<file path="src/rtl/decode_issue_stage.sv">
// decode_issue_stage: MIPS decode/issue with writeback bypass,
// load-use bubble insertion and a registered ID/EX handshake.
module decode_issue_stage #(
    parameter int ADDRESS_WIDTH   = 5,
    parameter int REG_SIZE        = 32,
    parameter int STALL_CNT_WIDTH = 16
) (
    input  logic                       clock,
    input  logic                       reset,
    input  logic                       instr_valid,
    input  logic [31:0]                instr,
    input  logic [REG_SIZE-1:0]        instr_pc,
    output logic                       instr_ready,
    input  logic                       flush,
    output logic [ADDRESS_WIDTH-1:0]   rf_read_a_addr,
    output logic [ADDRESS_WIDTH-1:0]   rf_read_b_addr,
    input  logic [REG_SIZE-1:0]        rf_a_data,
    input  logic [REG_SIZE-1:0]        rf_b_data,
    input  logic                       wb_write_en,
    input  logic [ADDRESS_WIDTH-1:0]   wb_write_addr,
    input  logic [REG_SIZE-1:0]        wb_write_data,
    input  logic                       ex_ready,
    output logic                       ex_valid,
    output logic [REG_SIZE-1:0]        ex_pc,
    output logic [5:0]                 ex_opcode,
    output logic [5:0]                 ex_funct,
    output logic [REG_SIZE-1:0]        ex_rs_data,
    output logic [REG_SIZE-1:0]        ex_rt_data,
    output logic [REG_SIZE-1:0]        ex_imm_sext,
    output logic [ADDRESS_WIDTH-1:0]   ex_dest_addr,
    output logic                       ex_reg_write,
    output logic                       ex_mem_read,
    output logic                       ex_mem_write,
    output logic                       hazard_stall,
    output logic [STALL_CNT_WIDTH-1:0] stall_count
);

    typedef enum logic {RUN, STALL} state_t;

    localparam logic [5:0] OP_RTYPE = 6'h00;
    localparam logic [5:0] OP_JAL   = 6'h03;
    localparam logic [5:0] OP_BEQ   = 6'h04;
    localparam logic [5:0] OP_BNE   = 6'h05;
    localparam logic [5:0] OP_LW    = 6'h23;
    localparam logic [5:0] OP_SW    = 6'h2B;
    localparam logic [5:0] FN_JR    = 6'h08;

    state_t                       r_state;
    logic                         r_ex_valid;
    logic [REG_SIZE-1:0]          r_ex_pc;
    logic [5:0]                   r_ex_opcode;
    logic [5:0]                   r_ex_funct;
    logic [REG_SIZE-1:0]          r_ex_rs_data;
    logic [REG_SIZE-1:0]          r_ex_rt_data;
    logic [REG_SIZE-1:0]          r_ex_imm;
    logic [ADDRESS_WIDTH-1:0]     r_ex_dest;
    logic                         r_ex_reg_write;
    logic                         r_ex_mem_read;
    logic                         r_ex_mem_write;
    logic                         r_hazard_stall;
    logic [STALL_CNT_WIDTH-1:0]   r_stall_count;

    logic [5:0]                   w_opcode;
    logic [5:0]                   w_funct;
    logic [ADDRESS_WIDTH-1:0]     w_rs;
    logic [ADDRESS_WIDTH-1:0]     w_rt;
    logic [ADDRESS_WIDTH-1:0]     w_rd;
    logic [REG_SIZE-1:0]          w_imm;
    logic [ADDRESS_WIDTH-1:0]     w_dest;
    logic                         w_reg_write;
    logic                         w_mem_read;
    logic                         w_mem_write;
    logic                         w_rt_src;
    logic [REG_SIZE-1:0]          w_rs_data;
    logic [REG_SIZE-1:0]          w_rt_data;
    logic                         w_advance;
    logic                         w_hazard;
    logic                         w_load;

    assign w_opcode = instr[31:26];
    assign w_funct  = instr[5:0];
    assign w_rs     = ADDRESS_WIDTH'(instr[25:21]);
    assign w_rt     = ADDRESS_WIDTH'(instr[20:16]);
    assign w_rd     = ADDRESS_WIDTH'(instr[15:11]);
    assign w_imm    = {{(REG_SIZE-16){instr[15]}}, instr[15:0]};

    assign rf_read_a_addr = w_rs;
    assign rf_read_b_addr = w_rt;

    // Control decode; a zero destination never writes.
    always_comb begin
        w_dest      = '0;
        w_reg_write = 1'b0;
        w_mem_read  = 1'b0;
        w_mem_write = 1'b0;
        w_rt_src    = 1'b0;
        unique case (1'b1)
            w_opcode == OP_RTYPE: begin
                w_dest      = w_rd;
                w_reg_write = (w_funct != FN_JR);
                w_rt_src    = 1'b1;
            end
            w_opcode[5:3] == 3'b001: begin
                w_dest      = w_rt;
                w_reg_write = 1'b1;
            end
            w_opcode == OP_LW: begin
                w_dest      = w_rt;
                w_reg_write = 1'b1;
                w_mem_read  = 1'b1;
            end
            w_opcode == OP_SW: begin
                w_mem_write = 1'b1;
                w_rt_src    = 1'b1;
            end
            w_opcode == OP_BEQ,
            w_opcode == OP_BNE: begin
                w_rt_src    = 1'b1;
            end
            w_opcode == OP_JAL: begin
                w_dest      = ADDRESS_WIDTH'(31);
                w_reg_write = 1'b1;
            end
            default: begin
            end
        endcase
        if (w_dest == '0) begin
            w_reg_write = 1'b0;
        end
    end

    // Operand select: $zero, then same-cycle writeback, then RF.
    always_comb begin
        w_rs_data = rf_a_data;
        w_rt_data = rf_b_data;
        if (w_rs == '0) begin
            w_rs_data = '0;
        end else if (wb_write_en && wb_write_addr == w_rs) begin
            w_rs_data = wb_write_data;
        end
        if (w_rt == '0) begin
            w_rt_data = '0;
        end else if (wb_write_en && wb_write_addr == w_rt) begin
            w_rt_data = wb_write_data;
        end
    end

    assign w_advance = ex_ready | ~r_ex_valid;
    assign w_hazard  = instr_valid & r_ex_valid & r_ex_mem_read
                     & r_ex_reg_write
                     & ((r_ex_dest == w_rs)
                       | (w_rt_src & (r_ex_dest == w_rt)));
    assign w_load    = ~flush & w_advance & ~w_hazard;

    assign instr_ready = ~reset & ((w_advance & ~w_hazard) | flush);

    // Issue FSM: flush, load-use bubble, stall counter, ex_valid.
    always_ff @(posedge clock or posedge reset) begin
        if (reset) begin
            r_state        <= RUN;
            r_ex_valid     <= 1'b0;
            r_hazard_stall <= 1'b0;
            r_stall_count  <= '0;
        end else begin
            r_hazard_stall <= 1'b0;
            if (flush) begin
                r_ex_valid <= 1'b0;
                r_state    <= RUN;
            end else begin
                unique case (r_state)
                    RUN: begin
                        if (w_advance && w_hazard) begin
                            r_ex_valid     <= 1'b0;
                            r_hazard_stall <= 1'b1;
                            r_state        <= STALL;
                            if (r_stall_count != '1) begin
                                r_stall_count <= r_stall_count + 1'b1;
                            end
                        end else if (w_load) begin
                            r_ex_valid <= instr_valid;
                        end
                    end
                    STALL: begin
                        if (w_load) begin
                            r_ex_valid <= instr_valid;
                            r_state    <= RUN;
                        end
                    end
                    default: begin
                        r_state <= RUN;
                    end
                endcase
            end
        end
    end

    // Capture the decoded bundle whenever a new instruction loads.
    always_ff @(posedge clock or posedge reset) begin
        if (reset) begin
            r_ex_pc        <= '0;
            r_ex_opcode    <= '0;
            r_ex_funct     <= '0;
            r_ex_rs_data   <= '0;
            r_ex_rt_data   <= '0;
            r_ex_imm       <= '0;
            r_ex_dest      <= '0;
            r_ex_reg_write <= 1'b0;
            r_ex_mem_read  <= 1'b0;
            r_ex_mem_write <= 1'b0;
        end else if (w_load) begin
            r_ex_pc        <= instr_pc;
            r_ex_opcode    <= w_opcode;
            r_ex_funct     <= w_funct;
            r_ex_rs_data   <= w_rs_data;
            r_ex_rt_data   <= w_rt_data;
            r_ex_imm       <= w_imm;
            r_ex_dest      <= w_dest;
            r_ex_reg_write <= w_reg_write;
            r_ex_mem_read  <= w_mem_read;
            r_ex_mem_write <= w_mem_write;
        end
    end

    assign ex_valid     = r_ex_valid;
    assign ex_pc        = r_ex_pc;
    assign ex_opcode    = r_ex_opcode;
    assign ex_funct     = r_ex_funct;
    assign ex_rs_data   = r_ex_rs_data;
    assign ex_rt_data   = r_ex_rt_data;
    assign ex_imm_sext  = r_ex_imm;
    assign ex_dest_addr = r_ex_dest;
    assign ex_reg_write = r_ex_reg_write;
    assign ex_mem_read  = r_ex_mem_read;
    assign ex_mem_write = r_ex_mem_write;
    assign hazard_stall = r_hazard_stall;
    assign stall_count  = r_stall_count;

endmodule

</file>
<file path="config.mk">
export PLATFORM = sky130hd
export DESIGN_NAME = decode_issue_stage
export DESIGN_NICKNAME = d
export VERILOG_FILES = /design/src/rtl/decode_issue_stage.sv
export SDC_FILE = /design/constraint.sdc
export NUM_CORES = 1
export LEC_CHECK = 0
export ABC_AREA = 1
export ABC_CLOCK_PERIOD_IN_PS = 9900
export CAP_MARGIN = 20
export CORE_UTILIZATION = 28
export DETAILED_ROUTE_END_ITERATION = 10
export PLACE_DENSITY = 0.57
export SLEW_MARGIN = 5
export SYNTH_ARGS = -nofsm -noshare
export SYNTH_HDL_FRONTEND = slang
export SYNTH_SLANG_ARGS = --single-unit
export TNS_END_PERCENT = 10
</file>
<file path="constraint.sdc">
create_clock -name clock -period 9.9 [get_ports clock]
set_input_delay 1.98 -clock clock [delete_from_list [all_inputs] [get_ports clock]]
set_output_delay 1.98 -clock clock [all_outputs]
set_load 0.005 [all_outputs]
</file>
### Yosys cells after proc, flatten, opt, wreduce, memory -nomap -nowiden

Cells that the tools add are included.

| operators by class | value |
|---|---|
| bitwise operators | 17 |
| reductions and logical operators | 11 |
| mux-type cells | 20 |
| add/subtract/negate cells | 1 |
| equal/unequal tests | 12 |

Operators by type and width:

| kind | count |
|---|---|
| $mux 32 | 4 |
| $eq 5x5->1 | 4 |
| $add 16x1->16 const B | 1 |
| $ne 16x16->1 const B | 1 |
| $logic_not 5->1 | 3 |
| $pmux 5 s3 | 1 |
| $eq 6x3->1 const B | 2 |
| $eq 6x6->1 const B | 2 |
| $mux 1 | 12 |
| $and 1x1->1 | 9 |
| $eq 6x2->1 const B | 1 |
| $logic_not 6->1 | 1 |
| $ne 6x4->1 const B | 1 |
| $pmux 1 s2 | 3 |
| $not 1->1 | 5 |
| $reduce_and 4->1 | 1 |
| $reduce_or 4->1 | 1 |
| $eq 3x1->1 const B | 1 |
| $logic_and 1x1->1 | 3 |
| $or 1x1->1 | 3 |
| $reduce_or 3->1 | 1 |
| $reduce_or 2->1 | 1 |

| storage, ports and cells | value |
|---|---|
| output and inout port bits | 177 |
| input port bits | 171 |
| word-level logic and storage cells | 75 |
| bits in registers | 151 |

### Depth between registers and ports, before layout

| depth | value |
|---|---|
| depth after elaboration | 12 |
| gate-level depth with buffers | 14 |
| depth with buffers taken out | 12 |

### Least setup slack after synthesis

Ideal clock, no wire load.

| path | value |
|---|---|
| path type | in2out |
| start point | input instr[30] |
| end point | output instr_ready |
| path slack | 5.295 ns |
| data required time | 7.920 ns |
| stages on the path | 10 |
| arrival | 2.625 ns |
| path buffers | 0 |
| cell sequence | inv_1 > nand2_1 > nor2_1 > nand2_1 > nand2_1 > nand3_1 > nand2_1 > nand2_1 > nand2_1 > a21oi_1 |

| on the way | value |
|---|---|
| longest elaborated chain between the ends | 10 |
| elaborated cells between the ends (all ways) | 13 |
| those cells by class | 3 x eq/ne; 1 x mux; 7 x bitwise; 2 x reduce/logical |

Ends and longest elaborated chain:

| what | RTL line | source |
|---|---|---|
| start, declared | 11 | `input logic [31:0] instr,` |
| $eq 6x6->1, or another cell as far along | 112 | `w_opcode == OP_SW: begin` |
| $reduce_or 4->1 (no line) (*) | n/a |  |
| $mux 1 (*) | 97 | `unique case (1'b1)` |
| $and 1x1->1 (*) | 152 | `\| (w_rt_src & (r_ex_dest == w_rt)));` |
| $or 1x1->1 (*) | 152 |  |
| $and 1x1->1 (*) | 151 | `& ((r_ex_dest == w_rs)` |
| $not 1->1 (*) | 155 | `assign instr_ready = ~reset & ((w_advance & ~w_hazard) \| flush);` |
| $and 1x1->1 (*) | 155 |  |
| $or 1x1->1 (*) | 155 |  |
| $and 1x1->1 (*) | 155 |  |
| end, declared | 13 | `output logic instr_ready,` |

Every way passes the cells marked *; elsewhere a longest branch is shown, timed or not.

### Worst setup path after layout

| path | value |
|---|---|
| start point | input instr[17] |
| end point | output instr_ready |

| on the way | value |
|---|---|
| longest elaborated chain between the ends | 8 |

Ends and longest elaborated chain:

| what | RTL line |
|---|---|
| $eq 5x5->1 | 152 |
| $and 1x1->1 | 152 |
| $or 1x1->1 | 152 |
| $and 1x1->1 | 151 |
| $not 1->1 | 155 |
| $and 1x1->1 | 155 |
| $or 1x1->1 | 155 |
| $and 1x1->1 | 155 |

Every way passes these cells.

==> results.py <==
metrics = {
    "place": {
        "port_buffers": 347,
        "dpl.hpwl_mm": 19.8,
        "place_ws_ps": 3890,
        "place_congestion": 0.871,
    },
    "clock_network": {
        "clock-sinks": 145,
        "cts_buffer_depth": 2,
        "htree_levels": 4,
        "worstSkewPairLatency_ps": 420,
        "cts_resized": 0,
        "ctsHoldBuffers": 0,
        "clkTransAtPathRegs_ps": 70,
        "numCtsBuffers": 17,
        "cts_setup_buffers": 0,
        "root_buffer": "clkbuf_16",
        "cts_tree": "built",
    },
    "worst_setup_path": {
        "reg2regPathDepth": 13,
        "cpPeakStageDelay_ps": 600,
        "reg2reg_slack_ps": 7260,
        "critical_path.max_fanout": 5,
        "start_kind": "input port",
        "critical_path_required_ps": 7920,
        "worst_r2r_startpoint": "ex_dest_addr[1]",
        "critical-path-top-delay-family": "buffers and inverters",
        "end_kind": "output port",
        "crit_path_top_delay_cell": "clkdlybuf4s50_1",
        "crit_path_frequent_cell": "nand2_1",
        "worst_ep_arrival_time_ps": 4010,
        "crit_buf_inv": 3,
        "worstPathCellList": "clkdlybuf4s50_1, inv_2, nand2_1, nand2_1, nand2_1, nor2_1, nand3_1, nand2_1, nand2_1, nand2_1, a21oi_1, clkdlybuf4s50_1",
        "worstSetupPathType": "input port to output port",
        "rr_endpoint": "ex_reg_write",
    },
    "global_route": {
        "grt_max_degree": 94,
        "grt_pass1_wl_mm": 42.3,
        "grt_overflow": 0,
        "grtUsageTotal_pct": 19.3,
        "antenna_found_initial": 0,
        "grt_pass1_vias": 7382,
    },
    "synth": {
        "synth_area_sq_um": 7830,
        "synthArstFlopShare_pct": 100,
        "synth_nets": 1176,
        "synthCells": 1004,
        "ys_seq_area_share_pct": 46.3,
        "ys_warn_count": 0,
        "synthDistinctLibCells": 31,
        "synth_edf_count": 0,
        "ys_ff_latch": 145,
        "synth.avg_cell_area_sq_um": 7.80,
        "ys.flop_type": "dfrtp_1",
    },
    "floorplanning": {
        "ios": 348,
        "core_area_sq_um": 27200,
        "num_rows": 60,
        "fp.dieH_um": 169,
        "fp.dieArea_sq_um": 28600,
        "die_x_um": 169,
        "initial_core_util_pct": 28.8,
    },
    "timing": {
        "finalCritPeriodShare_pct": 60.5,
        "worst_clock_skew_ps": 13.6,
        "period_needed_ps": 5990,
        "finalHoldViolations": 0,
        "maxSlewViolCount": 0,
        "setup_slack_ps": 3910,
        "rsz0062_at_grt": "no",
        "setup_violations": 0,
        "hold_ws_ps": 479,
        "max_freq_mhz": 167,
        "relSlewSlack_pct": 24.4,
        "tns_ps": 0,
        "max_slew.worst_pin.slew_ps": 1130,
    },
    "routing": {
        "drtPass1Iterations": 5,
        "drt_iter0_drc": 411,
        "drt_wl_total_mm": 27.7,
        "wl_per_cell_um": 16.5,
        "viasPerCell": 4.53,
        "vias": 7599,
        "drc_errors": 0,
        "detail-route-antenna-nets": 0,
    },
    "min_path": {
        "hold-path-endpoint": "ex_imm_sext[8]",
        "hp-start": "ex_imm_sext[8]",
        "hp-class": "flop to flop",
        "hold_depth": 2,
    },
    "pwr": {
        "p_int_mw": 1.22,
        "power.total_mw": 1.70,
        "comb_power_share_pct": 22.7,
        "peakVddDrop_mv": 0.0902,
        "total_leakage_power_nw": 5.63,
        "powerDensity_nw_per_um2": 144,
        "clockPowerShare_pct": 36.8,
        "p_seq_share_pct": 40.5,
        "swShare_pct": 28.1,
        "switchingPower_uw": 479,
    },
    "cells_and_area": {
        "antennaDiodeCount": 0,
        "final_cell_mix": "414 x nand2_1, 347 x clkdlybuf4s50_1, 145 x dfrtp_1",
        "multiInputGateArea_sq_um": 3330,
        "drive_gt1_share_pct": 5.06,
        "mostFrequentLayoutCell": "nand2_1",
        "area_growth_pct": 50.8,
        "nNetsFinal": 1463,
        "nFillCells": 2805,
        "seqCellArea_sq_um": 3630,
    },
    "status": {
        "run_status": "finished clean",
    },
    "flow_run": {
        "max-cap-violations": 0,
    },
}
==> kinds of logic (layout without fill, tap and decap cells) <==
family / count (synthesis) / after routing / share of synthesized area, %
compound gates: 142 / 142 / 10.8
xor+xnor: 20 / 20 / 2.24
fa+ha+maj: 1 / 1 / 0.160
buf+inv: 162 / 462 / 11.5
flops: 145 / 145 / 46.3
simple gates: 534 / 534 / 29.0
==> per-layer routing <==
layer,GRT usage (%),vias to the layer above,part of all wire (%)
met3,6.13,22,7.5
met1,24.0,3532,43
met2,32.1,261,48
li1,-,3784,-
met4,5.64,0,1.3
met5,0,-,0
==> worst min-delay path: stages, from the launching register on <==
cell and delay [ps]:
dfrtp_1 340, nand2_1 50, nand2_1 50
==> registers in the layout, indices dropped and copies added, names as in the netlist, 5 cells and up <==
| signal | cells |
|---|---|
| ex_dest_addr | 5 |
| ex_funct | 5 |
| ex_imm_sext | 11 |
| ex_opcode | 6 |
| ex_pc | 32 |
| ex_rs_data | 32 |
| ex_rt_data | 32 |
| stall_count | 16 |
==> power groups by stage <==
stage	sequential [mW]	combinational, mW	clock (mW)
global route	0.699	0.425	0.669
finish	0.691	0.386	0.626
global placement	0.699	0.392	0
floorplan	0.702	0.144	0
detailed placement	0.700	0.392	0
CTS	0.691	0.393	0.648
==> how the worst max path moves through the flow <==
stage	to	cells past startpoint	start
2_1_floorplan	ex_dest_addr[0]	1	reset
3_3_place_gp	instr_ready	9	instr[19]
3_5_place_dp	instr_ready	12	instr[16]
4_1_cts	instr_ready	12	instr[16]
5_1_grt	instr_ready	12	instr[16]
6_report	instr_ready	12	instr[17]
==> per-stage QoR <==
step                utilization (%)  area, sq um  std cells
floorplan                         -         7830       1004
global route                   43.5        11800       1676
detailed placement             41.4        11300       1644
global placement               41.4        11300       1644
finish                         43.5        11800       1676
CTS                            43.5        11800       1676
==> cells in the mapped netlist, types with 2 or more instances <==
cell type | instances | area, sq um
buf_4 | 34 | 255
buf_2 | 4 | 20.0
o211ai_1 | 33 | 248
nand3_1 | 30 | 150
clkbuf_1 | 29 | 109
inv_2 | 5 | 18.8
nand4_1 | 36 | 225
o22ai_1 | 3 | 18.8
a21oi_1 | 7 | 35.0
nand2_1 | 415 | 1560
or2_0 | 2 | 12.5
nor3_4 | 2 | 32.5
inv_1 | 69 | 259
nor3_1 | 9 | 45.0
nor2_1 | 23 | 86.3
xor2_1 | 19 | 166
dfrtp_1 | 145 | 3630
o21bai_1 | 16 | 120
buf_6 | 19 | 214
nor4_1 | 3 | 18.8
o21ai_0 | 33 | 165
nand3_2 | 12 | 120
o21ai_1 | 48 | 240
==> final cells by class <==
class                           count  share of cell area (%)
Sequential cell                   145                    30.7
Tap cell                          372                    3.94
Clock inverter                     14                    1.12
Inverter                           75                    2.45
Clock buffer                       18                    3.63
Multi-Input combinational cell    697                    28.2
Timing Repair Buffer              355                    29.9
Power figures use the tool's default switching activity.
